## config.mk

```make
export PLATFORM = sky130hd
export DESIGN_NAME = vespa_int_ctrl
export DESIGN_NICKNAME = d
export VERILOG_FILES = /design/src/rtl/vespa_int_ctrl.sv
export SDC_FILE = /design/constraint.sdc
export NUM_CORES = 1
export LEC_CHECK = 0
export CORE_MARGIN = 1.5
export CORE_UTILIZATION = 45
export CTS_CLUSTER_DIAMETER = 120
export DETAILED_ROUTE_END_ITERATION = 16
export GPL_TIMING_DRIVEN = 0
export PLACE_DENSITY = 0.75
export SYNTH_ARGS = -nofsm -noshare
export SYNTH_HDL_FRONTEND = slang
export SYNTH_SLANG_ARGS = --single-unit
```

## constraint.sdc

```tcl
create_clock -name clk -period 1.3 [get_ports clk]
set_input_delay 0.26 -clock clk [delete_from_list [all_inputs] [get_ports clk]]
set_output_delay 0.26 -clock clk [all_outputs]
set_load 0.02 [all_outputs]
```

## src/rtl/vespa_int_ctrl.sv

```systemverilog
// vespa_int_ctrl: prioritised interrupt controller with per-channel edge/level capture
// and a single-outstanding IDLE -> REQ -> SERVICE handshake towards the CPU.
module vespa_int_ctrl #(
    parameter int                 NUM_IRQ   = 4,
    parameter logic [NUM_IRQ-1:0] EDGE_MASK = '1,
    parameter int                 RR_MODE   = 0,
    localparam int                IDX_W     = $clog2(NUM_IRQ)
) (
    input  logic               clk,
    input  logic               rst,
    input  logic [NUM_IRQ-1:0] irq_in,
    input  logic [NUM_IRQ-1:0] irq_mask,
    output logic               int_req,
    output logic [IDX_W-1:0]   int_number,
    input  logic               int_ack_attended,
    input  logic               int_ack_complete,
    output logic [NUM_IRQ-1:0] pending,
    output logic               busy
);
    typedef enum logic [1:0] {IDLE, REQ, SERVICE} state_t;

    localparam logic [IDX_W:0]   NQ  = (IDX_W+1)'(NUM_IRQ);
    localparam logic [NUM_IRQ-1:0] ONE = NUM_IRQ'(1);

    state_t             state_q, state_d;
    logic [NUM_IRQ-1:0] sync1_q, sync2_q, prev_q, pending_q, pending_d;
    logic [NUM_IRQ-1:0] req_vec, clr, rot;
    logic [IDX_W-1:0]   int_number_q, int_number_d, rr_ptr_q, rr_ptr_d;
    logic [IDX_W-1:0]   base, off, winner, next_ptr;
    logic [IDX_W:0]     sum, inc;
    logic               int_req_q, int_req_d, busy_q, busy_d;

    // Rotate the request vector so the search always starts at bit 0, then map back.
    always_comb begin
        req_vec = pending_q & irq_mask;
        base    = (RR_MODE != 0) ? rr_ptr_q : '0;
        rot     = NUM_IRQ'({req_vec, req_vec} >> base);
        off     = '0;
        for (int i = NUM_IRQ - 1; i >= 0; i--)
            if (rot[i]) off = IDX_W'(i);
        sum      = {1'b0, base} + {1'b0, off};
        winner   = (sum >= NQ) ? IDX_W'(sum - NQ) : sum[IDX_W-1:0];
        inc      = {1'b0, int_number_q} + {{IDX_W{1'b0}}, 1'b1};
        next_ptr = (inc >= NQ) ? '0 : inc[IDX_W-1:0];
    end

    always_comb begin
        state_d      = state_q;
        int_req_d    = int_req_q;
        int_number_d = int_number_q;
        rr_ptr_d     = rr_ptr_q;
        clr          = '0;
        case (state_q)
            IDLE: if (|req_vec) begin
                state_d      = REQ;
                int_req_d    = 1'b1;
                int_number_d = winner;
            end
            REQ: if (int_ack_attended) begin
                state_d   = SERVICE;
                int_req_d = 1'b0;
                clr       = (ONE << int_number_q) & EDGE_MASK;
            end
            SERVICE: if (int_ack_complete) begin
                state_d  = IDLE;
                rr_ptr_d = next_ptr;
            end
            default: state_d = IDLE;
        endcase
        // A fresh edge wins over a same-cycle clear so no event is lost.
        pending_d = (EDGE_MASK & ((pending_q & ~clr) | (sync2_q & ~prev_q))) | (~EDGE_MASK & sync2_q);
        busy_d    = state_d != IDLE;
    end

    always_ff @(posedge clk or negedge rst) begin
        if (!rst) begin
            sync1_q      <= '0;
            sync2_q      <= '0;
            prev_q       <= '0;
            pending_q    <= '0;
            state_q      <= IDLE;
            int_req_q    <= 1'b0;
            int_number_q <= '0;
            rr_ptr_q     <= '0;
            busy_q       <= 1'b0;
        end else begin
            sync1_q      <= irq_in;
            sync2_q      <= sync1_q;
            prev_q       <= sync2_q;
            pending_q    <= pending_d;
            state_q      <= state_d;
            int_req_q    <= int_req_d;
            int_number_q <= int_number_d;
            rr_ptr_q     <= rr_ptr_d;
            busy_q       <= busy_d;
        end
    end

    assign int_req    = int_req_q;
    assign int_number = int_number_q;
    assign pending    = pending_q;
    assign busy       = busy_q;
endmodule

```

Word-level counts from Yosys, hierarchy flattened
Cells that the tools add are included.
{ "totals": {"reg_bits": 22, "inputBits": 12, "out_inout_bits": 8, "wordCells": 41} }
{ "classes": {"add_sub_neg": 1, "n_lt_le_gt_ge": 1, "eq_ne": 4, "shifts": 1, "mux": 14, "n_bitwise": 6, "reduce_logical": 6} }
{ "ops": {"columns": ["op", "count"], "rows": [
  ["$mux 2", 8],
  ["$and 4x4->4", 3],
  ["$mux 4", 2],
  ["$not 4->4", 2],
  ["$pmux 2 s3", 1],
  ["$ne 2x2->1 const B", 2],
  ["$or 4x4->4", 1],
  ["$reduce_bool 2->1", 2],
  ["$reduce_or 4->1", 1],
  ["$shl 1x2->4 const A", 1],
  ["$ge 2x3->1 const B", 1],
  ["$reduce_and 3->1", 1],
  ["$eq 2x1->1 const B", 1],
  ["$eq 2x2->1 const B", 1],
  ["$logic_not 2->1", 1],
  ["$mux 1", 2],
  ["$pmux 1 s2", 1],
  ["$reduce_and 2->1", 1],
  ["$sub 2x1->2 const B", 1]
]} }

Logic depth before layout (Yosys ltp)
{ "logic_depth": {"ltp_word": 7, "mapped_depth": 4, "mapped_depth_nobuf": 3} }

Worst setup path after synthesis
No wires, ideal clock.
{ "synth_path": {"kind": "reg-to-reg", "startpoint": "register pending_q[0], in the netlist pending[0]", "endpoint": "register busy_q, in the netlist busy", "setup_ns": 0.127, "arrival_ns": 0.997, "required_time_ns": 1.173, "path_slack_ns": 0.176, "path_stages_with_launch": 4, "path_buffers": 0, "synth_period_minus_slack_ns": 1.124, "path_cell_list": "dfrtp_1 a22oi_1 a31oi_2 nand3b_1"} }
{ "synth_between": {"elab_chain_cells": 5} }
{ "synth_rtl": {"columns": ["item", "line", "text"], "rows": [
  ["from (decl)", "26", "logic [NUM_IRQ-1:0] sync1_q, sync2_q, prev_q, pending_q, pending_d;"],
  ["from (signal assigned)", "90", "pending_q <= pending_d;"],
  ["$and 4x4->4", "35", "req_vec = pending_q & irq_mask;"],
  ["$reduce_or 4->1", "54", "IDLE: if (|req_vec) begin"],
  ["$mux 2", "54", null],
  ["$pmux 2 s3", "53", "case (state_q)"],
  ["$reduce_bool 2->1", "72", "busy_d = state_d != IDLE;"],
  ["named net busy_d", "31", "logic int_req_q, int_req_d, busy_q, busy_d;"],
  ["to (signal assigned)", "95", "busy_q <= busy_d;"],
  ["to (decl)", "31", null]
]} }
The timed path passes the listed nets, and every way through them passes these cells.
A chain may end at the register's enable or synchronous reset.

Final worst setup path
{ "layout_path": {"startpoint": "register int_number_q[1], in the netlist int_number[1]", "endpoint": "output int_number[1]"} }
{ "layout_lines": {"columns": ["item", "line", "text"], "rows": [
  ["from (decl)", "28", "logic [IDX_W-1:0] int_number_q, int_number_d, rr_ptr_q, rr_ptr_d;"],
  ["from (signal assigned)", "93", "int_number_q <= int_number_d;"],
  ["to (decl)", "14", "output logic [IDX_W-1:0] int_number,"]
]} }
No word-level cell between the ends.

==> flow_summary.json <==
{
  "crit_arrival_ns": 0.99,
  "p_per_area_nw_per_um2": 2106,
  "gp_congestion": 0.8422,
  "cp_slowest_stage_delay_ns": 0.43,
  "die_area_um2": 1955,
  "cts_tree": "done",
  "core-area_um2": 1541,
  "clock_latency_ns": 0.29,
  "switching_share_pct": 33.75,
  "cp-end-kind": "primary output",
  "seqPwrFrac_pct": 44.1,
  "crit_buf_inv": 1,
  "wirelength_mm": 1.143,
  "instances_no_fill": 100,
  "die_h_um": 44.22,
  "grt-ovfl-total": 0,
  "fp-row-count": 14,
  "die_x_um": 44.22,
  "synth_top_area_share_pct": 72.01,
  "critPathTopFamily": "flip-flops",
  "drv_slew": 0,
  "fin_nets": 97,
  "finalHoldViolCount": 0,
  "yosysTopAreaCell": "dfrtp_1",
  "synth_area_leaders": "dfrtp_1, o31ai_1, inv_1",
  "internal_power_mw": 1.435,
  "synth-seq-cells": 22,
  "switchingPower_mw": 0.7309,
  "worstMarginPinSlew_ns": 0.9324,
  "area.growth.synth_to_final_pct": 34.53,
  "cellLeakagePower_nw": 0.4697,
  "insertedDiodeCount": 0,
  "cts_hold_buffers": 0,
  "dp.cells": 92,
  "path_class": "flop to primary output",
  "vias": 527,
  "clockBufferDepth": 2,
  "status": "finished clean",
  "grt_pass1_vias": 450,
  "grt_pass1_wl_mm": 1.883,
  "p_clk_share_pct": 16.2,
  "path_max_fanout": 4,
  "startpoint_type": "flop",
  "cpMaxStageDelayCell": "dfrtp_1",
  "io-pin-count": 20,
  "drt_pass1_iterations": 4,
  "drtAntennaViolNets": 0,
  "synth_cell_types": 18,
  "cts_buffers": 3,
  "drc": 0,
  "cts.htree.levels": 1,
  "syn_inst": 57,
  "irDropWorstVdd_uv": 1028,
  "fin_crit_sh_pct": 96.06,
  "port-buffer-count": 19,
  "via_per_inst": 5.270,
  "start_util_pct": 49.59,
  "relSlewSlack_pct": 37.64,
  "syn_nets": 69,
  "comb_power_share_pct": 39.6,
  "fmax_mhz": 800.7,
  "drive_above_1_share_pct": 20.24,
  "root_buffer": "clkbuf_4",
  "startpoint": "int_number[1]",
  "antenna_found_initial": 0,
  "grt_max_degree": 23,
  "setup-violations-final": 0,
  "hpwl_um": 829.4,
  "syn_area_per_cell_um2": 13.41,
  "syn_area_um2": 764.5,
  "layout_setup_ws_ns": 0.05116,
  "ys.warnings.count": 0,
  "fillers": 128,
  "clk_pin_slew_ns": 0.11,
  "hold_path.class": "flop to flop",
  "fin_util_pct": 66.72,
  "hold_start": "sync1_q[0]",
  "required_ns": 1.04,
  "r2r_start": "state_q[1]",
  "drt-wirelength-per-cell_um": 11.43,
  "grt_util_all_layers_pct": 13.56,
  "pre_cts_ws_ns": -0.1617,
  "period_needed_ns": 1.249,
  "first_iter_violations": 13,
  "numClockSinks": 22,
  "yosysSeqAreaShare_pct": 72.01,
  "power.total_mw": 2.166,
  "cap_violations": 0,
  "fin_worst_skew_ns": 0.003391,
  "cp_cell_sequence": "clkdlybuf4s15_2"
}
-- power groups by stage --
stage,Clock (mW),Sequential (mW),Combinational (mW)
after detailed placement,0,0.984,0.841
final,0.351,0.956,0.858
after global routing,0.400,0.984,0.935
after floorplan,0,1.10,0.382
after CTS,0.375,0.967,0.791
after global placement,0,0.976,0.834
-- routing by layer --
metal | up-vias | track usage (%) | wire (µm)
li1 | 250 | - | -
met1 | 250 | 17.88 | 477
met2 | 25 | 20.88 | 545
met3 | 2 | 4.490 | 104
met4 | 0 | 5.455 | 15
met5 | - | 0 | 0
-- timing repair --
item / 4_1_cts / 5_1_grt
gates cloned: 0 / 0
gates resized for setup: 17 / 4
setup buffers: 0 / 4
setup endpoints to repair: 8 / 7
pin swaps: 0 / 0
-- cells in the mapped netlist (all sizes together) --
cell / count
dfrtp: 22
inv: 6
nand2: 6
o21ai: 4
o31ai: 4
nand3b: 2
nor2: 2
a21o: 1
a21oi: 1
a221oi: 1
a22oi: 1
a31oi: 1
buf: 1
nand2b: 1
o21bai: 1
o22a: 1
o2bb2ai: 1
or2: 1
-- flip-flops by register name (all words and copies together) (netlist names) --
name / cells
prev_q: 4
state_q: 2
sync2_q: 4
busy: 1
pending: 4
sync1_q: 4
int_req: 1
int_number: 2
-- logic make-up (layout without fill, tap and decap cells) --
| kind of cell | count (synthesis) | count (layout) | synth area share, % |
|---|---|---|---|
| AND/OR/NAND/NOR | 12 | 12 | 7.529 |
| flip-flops | 22 | 22 | 72.01 |
| buffers and inverters | 7 | 34 | 4.419 |
| AO/OA/AOI/OAI | 16 | 16 | 16.04 |
-- cell type report --
class                           instances  area (µm²)  share of cell area (%)
Tap cell                               16       20.02                   1.946
Clock buffer                            4       36.28                   3.528
Multi-Input combinational cell         28       180.2                   17.52
Sequential cell                        22       550.5                   53.53
Timing Repair Buffer                   23       207.7                   20.19
Buffer                                  1       11.26                   1.095
Inverter                                6       22.52                   2.190
-- cell usage in the layout (no fill, tap or decap), types with 3 or more instances in the layout --
| cell | instances |
|---|---|
| inv_1 | 6 |
| clkbuf_2 | 3 |
| dfrtp_1 | 22 |
| nand2_1 | 6 |
| clkdlybuf4s15_2 | 3 |
| buf_4 | 4 |
| o21ai_0 | 4 |
| clkbuf_4 | 3 |
| o31ai_1 | 4 |
| clkdlybuf4s50_1 | 11 |
-- through the flow --
stage | hold WS, ns | TNS (ns) | cell area (µm²)
after floorplan | -0.03559 | 0 | 764.5
after global placement | 0.3336 | -3.642 | 974.7
after detailed placement | 0.3347 | -4.446 | 974.7
after CTS | 0.3628 | 0 | 1012
after global routing | 0.3655 | -0.007830 | 1028
final | 0.3586 | 0 | 1028
-- worst paths after layout --
check	slack [ns]	depth (start not counted)	end
min reg2reg	0.36	0	sync2_q[0]
max reg2reg	0.13	4	state_q[0]
max	0.05	1	int_number[1]
min in group asynchronous	0.47	1	int_number[0]
min	0.36	0	sync2_q[0]
max in group asynchronous	0.26	1	state_q[1]
Power figures use the tool's default switching activity.
